<file path="src/rtl/score_keeper.sv">
// Round timer and per-player score/combo accumulator feeding the winner selector.
// Scores, combos and seconds_left hold still for as long as game_over is high.
module score_keeper #(
  parameter int TICKS_PER_SEC = 50_000_000,
  parameter int GAME_SECONDS  = 60,
  parameter int PTS_GOOD      = 4,
  parameter int PTS_GREAT     = 7,
  parameter int PTS_PERFECT   = 10,
  parameter int COMBO_STEP    = 10
) (
  input  logic        clock,
  input  logic        reset,
  input  logic        start,
  input  logic        abort,
  input  logic        hit_valid_a,
  input  logic [1:0]  hit_grade_a,
  input  logic        hit_valid_b,
  input  logic [1:0]  hit_grade_b,
  output logic [13:0] score_a,
  output logic [13:0] score_b,
  output logic [7:0]  combo_a,
  output logic [7:0]  combo_b,
  output logic [6:0]  seconds_left,
  output logic        playing,
  output logic        game_over
);

  localparam int            TW         = $clog2(TICKS_PER_SEC);
  localparam logic [TW-1:0] TICK_LAST  = TW'(TICKS_PER_SEC - 1);
  localparam logic [13:0]   SCORE_MAX  = 14'd9999;
  localparam logic [6:0]    SECS_START = 7'(GAME_SECONDS);

  typedef enum logic [1:0] {S_IDLE, S_PLAY, S_OVER} state_t;

  state_t        r_state;
  state_t        w_state_nxt;
  logic          w_enter;
  logic [TW-1:0] r_tick;
  logic [6:0]    r_secs;
  logic [13:0]   r_score_a, r_score_b;
  logic [7:0]    r_combo_a, r_combo_b;
  logic [13:0]   w_score_a_nxt, w_score_b_nxt;
  logic [7:0]    w_combo_a_nxt, w_combo_b_nxt;
  logic          w_wrap;
  logic          w_expire;

  // Points for one hit: base points times 1 + min(3, combo / COMBO_STEP).
  function automatic logic [5:0] hit_points(input logic [1:0] grade, input logic [7:0] combo);
    int unsigned steps;
    int unsigned base;
    steps = int'(combo) / COMBO_STEP;
    if (steps > 3) steps = 3;
    case (grade)
      2'b01:   base = PTS_GOOD;
      2'b10:   base = PTS_GREAT;
      2'b11:   base = PTS_PERFECT;
      default: base = 0;
    endcase
    return 6'(base * (steps + 1));
  endfunction

  function automatic logic [13:0] sat_score(input logic [13:0] score, input logic [5:0] add);
    logic [14:0] sum;
    sum = {1'b0, score} + {9'd0, add};
    return (sum > {1'b0, SCORE_MAX}) ? SCORE_MAX : sum[13:0];
  endfunction

  function automatic logic [7:0] sat_combo(input logic [7:0] combo);
    return (combo == 8'hFF) ? combo : combo + 8'd1;
  endfunction

  assign w_wrap   = (r_tick == TICK_LAST);
  assign w_expire = w_wrap && (r_secs == 7'd1);

  always_ff @(posedge clock or posedge reset) begin
    if (reset) r_state <= S_IDLE;
    else       r_state <= w_state_nxt;
  end

  always_comb begin
    w_state_nxt = r_state;
    w_enter     = 1'b0;
    case (r_state)
      S_IDLE: if (start) begin
        w_state_nxt = S_PLAY;
        w_enter     = 1'b1;
      end
      S_PLAY: if (w_expire || abort) w_state_nxt = S_OVER;
      S_OVER: if (start) begin
        w_state_nxt = S_PLAY;
        w_enter     = 1'b1;
      end
      default: w_state_nxt = S_IDLE;
    endcase
  end

  always_comb begin
    w_score_a_nxt = r_score_a;
    w_combo_a_nxt = r_combo_a;
    w_score_b_nxt = r_score_b;
    w_combo_b_nxt = r_combo_b;
    if (hit_valid_a) begin
      if (hit_grade_a == 2'b00) w_combo_a_nxt = 8'd0;
      else begin
        w_score_a_nxt = sat_score(r_score_a, hit_points(hit_grade_a, r_combo_a));
        w_combo_a_nxt = sat_combo(r_combo_a);
      end
    end
    if (hit_valid_b) begin
      if (hit_grade_b == 2'b00) w_combo_b_nxt = 8'd0;
      else begin
        w_score_b_nxt = sat_score(r_score_b, hit_points(hit_grade_b, r_combo_b));
        w_combo_b_nxt = sat_combo(r_combo_b);
      end
    end
  end

  // Hits and the timer only advance in PLAY; the expiry/abort cycle still counts.
  always_ff @(posedge clock or posedge reset) begin
    if (reset) begin
      r_tick    <= '0;
      r_secs    <= 7'd0;
      r_score_a <= 14'd0;
      r_score_b <= 14'd0;
      r_combo_a <= 8'd0;
      r_combo_b <= 8'd0;
    end else if (w_enter) begin
      r_tick    <= '0;
      r_secs    <= SECS_START;
      r_score_a <= 14'd0;
      r_score_b <= 14'd0;
      r_combo_a <= 8'd0;
      r_combo_b <= 8'd0;
    end else if (r_state == S_PLAY) begin
      r_tick    <= w_wrap ? '0 : r_tick + 1'b1;
      if (w_wrap) r_secs <= r_secs - 7'd1;
      r_score_a <= w_score_a_nxt;
      r_score_b <= w_score_b_nxt;
      r_combo_a <= w_combo_a_nxt;
      r_combo_b <= w_combo_b_nxt;
    end
  end

  assign score_a      = r_score_a;
  assign score_b      = r_score_b;
  assign combo_a      = r_combo_a;
  assign combo_b      = r_combo_b;
  assign seconds_left = r_secs;
  assign playing      = (r_state == S_PLAY);
  assign game_over    = (r_state == S_OVER);

endmodule

</file>
<file path="config.mk">
export PLATFORM = sky130hd
export DESIGN_NAME = score_keeper
export DESIGN_NICKNAME = d
export VERILOG_FILES = /design/src/rtl/score_keeper.sv
export SDC_FILE = /design/constraint.sdc
export NUM_CORES = 1
export LEC_CHECK = 0
export BUFFER_PORTS_ARGS = -buffer_cell sky130_fd_sc_hd__buf_2
export CAP_MARGIN = 20
export CORE_MARGIN = 2
export CORE_UTILIZATION = 65
export CTS_BUF_LIST = sky130_fd_sc_hd__clkbuf_8
export DETAILED_ROUTE_END_ITERATION = 7
export PLACE_DENSITY = 0.91
export SKIP_LAST_GASP = 1
export SLEW_MARGIN = 15
export SYNTH_ARGS = -nofsm -noshare
export SYNTH_HDL_FRONTEND = slang
export SYNTH_SLANG_ARGS = --single-unit
</file>
<file path="constraint.sdc">
create_clock -name clock -period 14.7 [get_ports clock]
set_clock_uncertainty 0.2 [all_clocks]
set_input_delay 2.205 -clock clock [delete_from_list [all_inputs] [get_ports clock]]
set_output_delay 2.205 -clock clock [all_outputs]
set_load 0.01 [all_outputs]
</file>
==> out/qor_table.md, run 1 <==
| Item | This run | Unit |
|---|---|---|
| Result of the run | completed | - |
| Cts repair resizes | 0 | - |
| Setup bufs post-CTS | 0 | - |
| Dominant combinational cell family by area after synthesis | simple AND/OR/NAND/NOR gates | - |
| Commonest register cell after synthesis | dfrtp_1 | - |
| Max-cap violations | 0 | - |
| Clk pin slew, worst setup/hold paths | 90 | ps |
| Data arrival time at the worst-slack endpoint | 8370 | ps |
| Max-slew violation total from the final report | 0 | - |
| CTS root buffer | clkbuf_8 | - |
| Share of the core filled with cells | 73.48 | % |
| Antenna violations before repair | 0 | - |
| Power Density | 97.76 | mW/mm^2 |
| Total vias in the final route | 6,726 | - |
| Num Clock Sinks | 79 | - |
| I/O pin count | 63 | - |
| Count of state elements after synthesis | 79 | - |
| Leak pwr | 3.473 | nW |
| Register area | 0.001977 | sq mm |
| Overall global routing resource usage | 30.79 | % |
| Worst IR Drop VDD | 0.00008891 | V |
| Worst slew margin | 29.26 | % |
| Most used cells in the layout excluding fill and tap cells | nor2_1, dfrtp_1, nand2_1 | - |
| Number of rows in the core area | 37 | - |
| Share of layout cells above drive strength 1 | 12.63 | % |
| Startpoint kind of the worst setup timing path | register | - |
| Delay contributed by the slowest stage of the critical path | 580 | ps |
| Worst setup path category | register to register | - |
| GPL Wtd Cong | 0.9692 | - |
| Maximum frequency from static timing analysis | 120.3 | MHz |
| Width of the chip | 107.9 | microns |
| Worst Setup End Kind | register | - |
| Vias in the first global route | 6,117 | - |
| Share of the synthesized area in the top cell type | 28.15 | % |
| Maximum number of pins on one net before global-route repair | 80 | - |
| Adder-cell share of the synthesized area | 11.87 | % |
| Ranking of synthesized cells by area | dfrtp_1, ha_1, nor2_1 | - |
| Cell area after layout | 0.007654 | sq mm |
| Detailed Place HPWL | 12.11 | mm |
| Warnings from Yosys | 0 | - |
| Commonest non-fill, non-tap cell in the layout | nor2_1 | - |
| Maximum fanout along the worst path | 19 | - |
| Final global-route overflow total | 0 | - |
| Slew of the pin with the lowest slew margin | 1057 | ps |
| Area after DPL | 0.007370 | sq mm |
| Simple-Gate Fraction of Synth Area | 24.59 | % |
| Area used by multi-input combinational logic | 0.004663 | sq mm |
| Clock buffers created by TritonCTS | 9 | - |
| Crit share post-route | 56.56 | % |
| Cell taking the most area after synthesis | dfrtp_1 | - |
| EDFF count, synth | 0 | - |
| Area of the die | 0.01165 | sq mm |
| Fraction of registers with async set/reset | 100.0 | % |
| Total placed cells including tap cells | 1,014 | - |
| Routed wirelength normalized by instance count | 17.11 | microns |
| Starting density of the core | 67.42 | % |
| Number of DRC markers in iteration 0 | 551 | - |
| Unrepaired setup endpoints after global routing | false | - |
| Number of nets at the end of the flow | 959 | - |
| Number of buffers added to fix hold violations after cts | 0 | - |
| Wirelength, routed | 17.64 | mm |
| Worst min path class | register to register | - |
| First-pass GRT wire length | 28.85 | mm |
| Total of fill cells in the finished design | 771 | - |
| Overall die height | 107.9 | microns |
| Antenna diode count | 0 | - |
| Portion of the post-synthesis area used by sequential elements | 28.15 | % |
| Most common cell on crit path | ha_1 | - |
| Share of the synthesized area in compound gates (AO/OA/AOI/OAI) | 22.13 | % |
| Share of synthesized area spent on multiplexers | 1.015 | % |
| Syn_area_per_cell | 8.301 | sq um |
| Max Root-Sink Buffers | 2 | - |
| Avg Vias per Cell | 6.524 | - |
| Count of distinct cell types in the synthesized netlist | 94 | - |
| Skew-Pair Late Insertion Delay | 370 | ps |
| Clock tree from TritonCTS | built | - |
| Area of the placeable core | 0.01042 | sq mm |
| Final-report hold violation count | 0 | - |
| Final critical path time including I/O delays and setup | 8314 | ps |
| Xor and xnor area share after synthesis | 6.485 | % |
| Aggregate negative setup slack | 0 | ps |
| Cell with the largest stage delay on the worst path | dfrtp_1 | - |
| Post-synthesis instance area | 0.007023 | sq mm |
| Total of buffers placed on input and output ports | 62 | - |
| Layout overhead on the synthesized area | 8.979 | % |
| Total number of H-tree levels | 3 | - |
| Synth Instances | 846 | - |
| Number of failing setup endpoints in the final timing report | 0 | - |
| Worst Path Required | 14,750 | ps |
| Remaining number of nets flagged by the antenna check after routing | 0 | - |
| First drt pass iteration count | 5 | - |
| Detailed-route DRC error count | 0 | - |
| Post-layout instance count excluding filler cells | 1,031 | - |
==> synthesized netlist by cell type (6+ instances only) <==
cell type / count
o31ai_1: 8
xor2_1: 30
a21o_1: 11
and3_1: 11
o211ai_1: 10
inv_1: 59
a31oi_1: 8
nor2_1: 86
ha_1: 49
mux2i_1: 6
fa_1: 10
clkbuf_1: 23
nand2b_1: 11
nand3_1: 35
buf_2: 6
nor4_1: 7
xnor2_1: 22
nand4_1: 24
nor2b_1: 13
o21a_1: 11
o21ai_0: 53
a21oi_1: 30
and2_1: 23
nor3_1: 16
dfrtp_1: 79
nand2_1: 63
a22o_1: 8
==> power breakdown <==
part,internal [W],leakage [nW],switching (W)
Clock,0.000127,0.133,0.0000857
Combinational,0.000100,2.27,0.000165
Sequential,0.000239,1.07,0.0000308
Total,0.000467,3.47,0.000281
==> worst max-delay path: cells and delay by family, from the launching register on <==
| kind | cells | cell delay, ps |
|---|---|---|
| compound gates | 9 | 2350 |
| xor+xnor | 4 | 770 |
| fa+ha+maj | 8 | 2500 |
| buf+inv | 3 | 200 |
| flops | 1 | 580 |
| simple gates | 7 | 1610 |
==> metal layers <==
metal  track usage (%)  share of wire [%]  wire length [microns]
met1             42.01                 42                   7362
met2             50.04                 47                   8333
met3             5.003                8.0                   1418
met4             10.71                3.0                    527
met5                 0                  0                      0
==> state kept, by name, summed over array words and instances (netlist names) <==
signal        count
combo_b           8
score_b          14
combo_a           8
seconds_left      7
score_a          14
r_tick           26
r_state           2
==> metrics by stage <==
stage	setup WS [ps]	hold slack, ps	power [W]
after CTS	6493	338.1	0.0007420
final	6386	344.4	0.0007482
after floorplan	7214	262.3	0.0004543
after global placement	6885	304.8	0.0005194
after global routing	5851	369.1	0.0007895
after detailed placement	6636	314.2	0.0005292
==> path summary, 6_finish.rpt <==
kind	from	endpoint	cells after the start	slack, ps
min in group asynchronous	reset	score_b[0]$_DFFE_PP0P_	3	1740
max in group asynchronous	reset	score_b[7]$_DFFE_PP0P_	4	11960
min reg2reg	r_tick[25]$_DFFE_PP0P_	r_tick[25]$_DFFE_PP0P_	1	340
max reg2reg	combo_b[6]$_DFFE_PP0P_	score_b[11]$_DFFE_PP0P_	31	6390
min	r_tick[25]$_DFFE_PP0P_	r_tick[25]$_DFFE_PP0P_	1	340
max	combo_b[6]$_DFFE_PP0P_	score_b[11]$_DFFE_PP0P_	31	6390
==> cells by family (layout without fill, tap and decap cells) <==
logic type,Yosys count,after routing
and+or+nand+nor,332,332
AOI/OAI and AO/OA,216,216
buffers and inverters,98,142
DFF,79,79
adders and majority gates,61,61
xor gates and xnor gates,52,52
muxes,7,7
other,1,6
==> final cells by class <==
cell class | count | share of cell area, %
multi-input combinational | 674 | 60.93
sequential | 79 | 25.83
inverter | 60 | 2.959
clock buffer | 12 | 2.158
tap | 136 | 2.223
clock inverter | 4 | 1.291
timing repair buffer | 66 | 4.610
Power figures use the tool's default switching activity.
==> inputs of run 2 (changes only) <==
Settings changed: ABC_AREA set to 1, CORE_UTILIZATION 65 to 56, PLACE_DENSITY 0.91 to 0.84.
Clock period 14.7 ns to 6.9 ns, I/O delays scaled along.
==> run 2 against run 1 <==
The run now ends with setup timing left. Die area is 7.3% higher. Clock power up 57%. Global-route usage decreased by 4.5 points. Combinational power increased to 2.8 times the previous value. Via count up 2.3%. Clock-buffer cell count decreased by 3. Critical path depth rose by 15. Sequential share of layout area decreased by 2.3 points. Final cell count increased by 18%. Sequential power grew 130%. Register-to-register slack worse by 6700 ps.
==> out/qor_table.md, run 2 <==
| Item | This run | Unit | vs previous |
|---|---|---|---|
| Aggregate negative setup slack | -5313 | ps | -5313 ps |
| Worst IR Drop VDD | 0.0001695 | V | +91% |
| Share of the synthesized area in the top cell type | 30.38 | % | +2.2 points |
| Endpoint of the worst-slack reg-to-reg timing path | score_b[10]$_DFFE_PP0P_ | - |  |
| Portion of the post-synthesis area used by sequential elements | 30.38 | % | +2.2 points |
| Most instantiated cells after synthesis | nand2_1, inv_1, dfrtp_1 | - |  |
| Number of DRC markers in iteration 0 | 625 | - | +13% |
| Clk pin slew, worst setup/hold paths | 90 | ps | about the same |
| Vias in the first global route | 6,232 | - | +1.9% |
| Remaining number of nets flagged by the antenna check after routing | 0 | - | unchanged |
| Most used cells in the layout excluding fill and tap cells | nand2_1, inv_1, dfrtp_1 | - |  |
| Max Root-Sink Buffers | 2 | - | unchanged |
| Number of rows in the core area | 39 | - | +5.4% |
| I/O pin count | 63 | - | unchanged |
| Num Clock Sinks | 79 | - | unchanged |
| Detailed-route DRC error count | 0 | - | unchanged |
| Maximum number of pins on one net before global-route repair | 80 | - | unchanged |
| Share of the core filled with cells | 73.95 | % | +0.47 points |
| Area after DPL | 0.007407 | sq mm | +0.51% |
| Layout overhead on the synthesized area | 29.21 | % |  |
| Total of buffers placed on input and output ports | 62 | - | unchanged |
| Antenna violations before repair | 0 | - | unchanged |
| Unrepaired setup endpoints after global routing | true | - |  |
| CTS root buffer | clkbuf_8 | - |  |
| Delay contributed by the slowest stage of the critical path | 520 | ps | -60 ps |
| Largest register by flop count | r_tick | - |  |
| Routed wirelength normalized by instance count | 15.22 | microns | -11% |
| Max FFs per register | 26 | - | unchanged |
| Commonest non-fill, non-tap cell in the layout | nand2_1 | - |  |
| Final global-route overflow total | 0 | - | unchanged |
| Total power consumption of the routed design | 0.001696 | W | +130% |
| Startpoint kind of the worst setup timing path | register | - |  |
| Data arrival time at the worst-slack endpoint | 7290 | ps | -1080 ps |
| Area of the placeable core | 0.01137 | sq mm | +9.2% |
| Worst hold path depth | 2 | - | +1 |
| Critical path startpoint | combo_b[7]$_DFFE_PP0P_ | - |  |
| Number of buffers added to fix hold violations after cts | 0 | - | unchanged |
| Worst min path class | register to register | - |  |
| Worst Reg2Reg Path Length in Cells | 46 | - | +48% |
| Number of failing setup endpoints in the final timing report | 27 | - | +27 |
| Count of distinct cell types in the synthesized netlist | 44 | - | -53% |
| Maximum fanout along the worst path | 7 | - | -12 |
| Total vias in the final route | 6,882 | - | +2.3% |
| Area of the die | 0.01250 | sq mm | +7.3% |
| Clock buffers created by TritonCTS | 9 | - | unchanged |
| Crit share post-route | 103.8 | % | +47 points |
| Most common cell on crit path | nand2_1 | - |  |
| Number of nets at the end of the flow | 1,139 | - | +19% |
| Maximum frequency from static timing analysis | 139.6 | MHz | +16% |
| Count of state elements after synthesis | 79 | - | unchanged |
| Skew-Pair Late Insertion Delay | 390 | ps | +20 ps |
| Worst Path Required | 7020 | ps | -7730 ps |
| Slew of the pin with the lowest slew margin | 872.5 | ps | -184.7 ps |
| Result of the run | finished with violations | - |  |
| Width of the chip | 111.8 | microns | +3.6% |
| Failing checks | setup timing | - |  |
| Fraction of registers with async set/reset | 100.0 | % | unchanged |
| Cell with the largest stage delay on the worst path | fa_2 | - |  |
| Worst Setup End Kind | register | - |  |
| Max-slew violation total from the final report | 0 | - | unchanged |
| Wirelength, routed | 18.54 | mm | +5.1% |
| Max-cap violations | 0 | - | unchanged |
| Total number of H-tree levels | 3 | - | unchanged |
| Commonest register cell after synthesis | dfrtp_1 | - |  |
| Worst path setup slack after routing | -265.4 | ps | -6651 ps |
| Clock tree from TritonCTS | built | - |  |
| GPL Wtd Cong | 0.9330 | - | -3.7% |
| Antenna diode count | 0 | - | unchanged |
| Detailed Place HPWL | 11.46 | mm | -5.4% |
| First drt pass iteration count | 8 | - | +3 |
| Cell area after layout | 0.008408 | sq mm | +9.9% |
| First-pass GRT wire length | 27.37 | mm | -5.1% |
| Setup slack of the worst register-to-register path | -270 | ps | -6650 ps |
| Share of layout cells above drive strength 1 | 28.93 | % | +16 points |
| Ranking of synthesized cells by area | dfrtp_1, nand2_1, ha_1 | - |  |
| Syn_area_per_cell | 7.089 | sq um | -15% |
| Final-report hold violation count | 0 | - | unchanged |
| Worst setup path category | register to register | - |  |
| Synth Instances | 918 | - | +8.5% |
| Avg Vias per Cell | 5.650 | - | -13% |
| EDFF count, synth | 0 | - | unchanged |
| Hold Crit Endpoint | score_b[2]$_DFFE_PP0P_ | - |  |
| Starting density of the core | 57.24 | % | -10 points |
| Power Density | 201.7 | mW/mm^2 | +110% |
| Cell taking the most area after synthesis | dfrtp_1 | - |  |
| Reg-to-Reg Start | combo_b[7]$_DFFE_PP0P_ | - |  |
| Warnings from Yosys | 0 | - | unchanged |
| Overall global routing resource usage | 26.27 | % | -4.5 points |
| Post-synthesis instance area | 0.006507 | sq mm | -7.3% |
| Worst Min Path Start | score_b[2]$_DFFE_PP0P_ | - |  |
| Leak pwr | 4.470 | nW | +29% |
| Overall die height | 111.8 | microns | +3.6% |
| Worst slew margin | 41.62 | % | +12 points |
| Dominant cell by count in the synthesized netlist | nand2_1 | - |  |
| Final critical path time including I/O delays and setup | 7165 | ps | -1149 ps |
run 2: metrics by stage:
stage,setup slack [ps],std cells,hold WS [ps]
3_5_place_dp,-237.6,1175,301.2
5_1_grt,-653.6,1218,334.2
2_1_floorplan,27.45,923,293.1
3_3_place_gp,20.48,1175,289.1
6_report,-265.4,1218,324.1
4_1_cts,3.152,1201,323.4
run 2: layout make-up:
type / instances / area (sq um)
Inverter: 169 / 635.6
Clock inverter: 7 / 53.80
Multi-Input combinational cell: 667 / 4473
Tap cell: 143 / 178.9
Sequential cell: 79 / 1978
Clock buffer: 9 / 123.9
Fill cell: 768 / 2962
Timing Repair Buffer: 144 / 964.7
run 2: worst max path at each step:
stage / to
floorplan: score_a[4]$_DFFE_PP0P_
global placement: score_a[0]$_DFFE_PP0P_
detailed placement: score_a[0]$_DFFE_PP0P_
CTS: score_b[3]$_DFFE_PP0P_
global route: score_a[8]$_DFFE_PP0P_
finish: score_b[10]$_DFFE_PP0P_
run 2: cells by family (layout without fill, tap and decap cells):
kind of cell	count (synthesis)	in the layout	share of synthesized area [%]
other cells	1	6	0.05763
buf+inv	177	329	10.33
flops	79	79	30.38
fa+ha+maj	59	59	12.50
simple gates	447	447	31.17
xor+xnor	42	42	5.653
compound gates	113	113	9.921
run 2: power breakdown:
| group | leakage (nW) | switching (W) | internal, W |
|---|---|---|---|
| combinational | 3.31 | 0.000467 | 0.000282 |
| sequential | 1.07 | 0.0000783 | 0.000535 |
| clock | 0.0944 | 0.000200 | 0.000135 |
run 2: worst max-delay path: cells and delay by family, from the launching register on:
| kind | cells | cell delay [ps] |
|---|---|---|
| and+or+nand+nor | 30 | 2950 |
| adders and majority gates | 7 | 2320 |
| buffers and inverters | 6 | 600 |
| AOI/OAI and AO/OA | 3 | 520 |
| DFF | 1 | 460 |
run 2: routing by layer:
layer  wire [microns]  GRT usage (%)  share of wire [%]  up-vias
met4              609          7.984                3.3        0
met5                0              0                  0        -
li1                 -              -                  -     3271
met1             7517          33.54                 41     3258
met2             9296          45.01                 50      284
met3             1111          5.444                6.0       69
run 2: what timing repair did:
action,4_1_cts,5_1_grt
gates cloned,0,0
gates resized for setup,39,116
endpoints found under the setup margin,27,28
pin swaps,29,64
buffers inserted,10,15
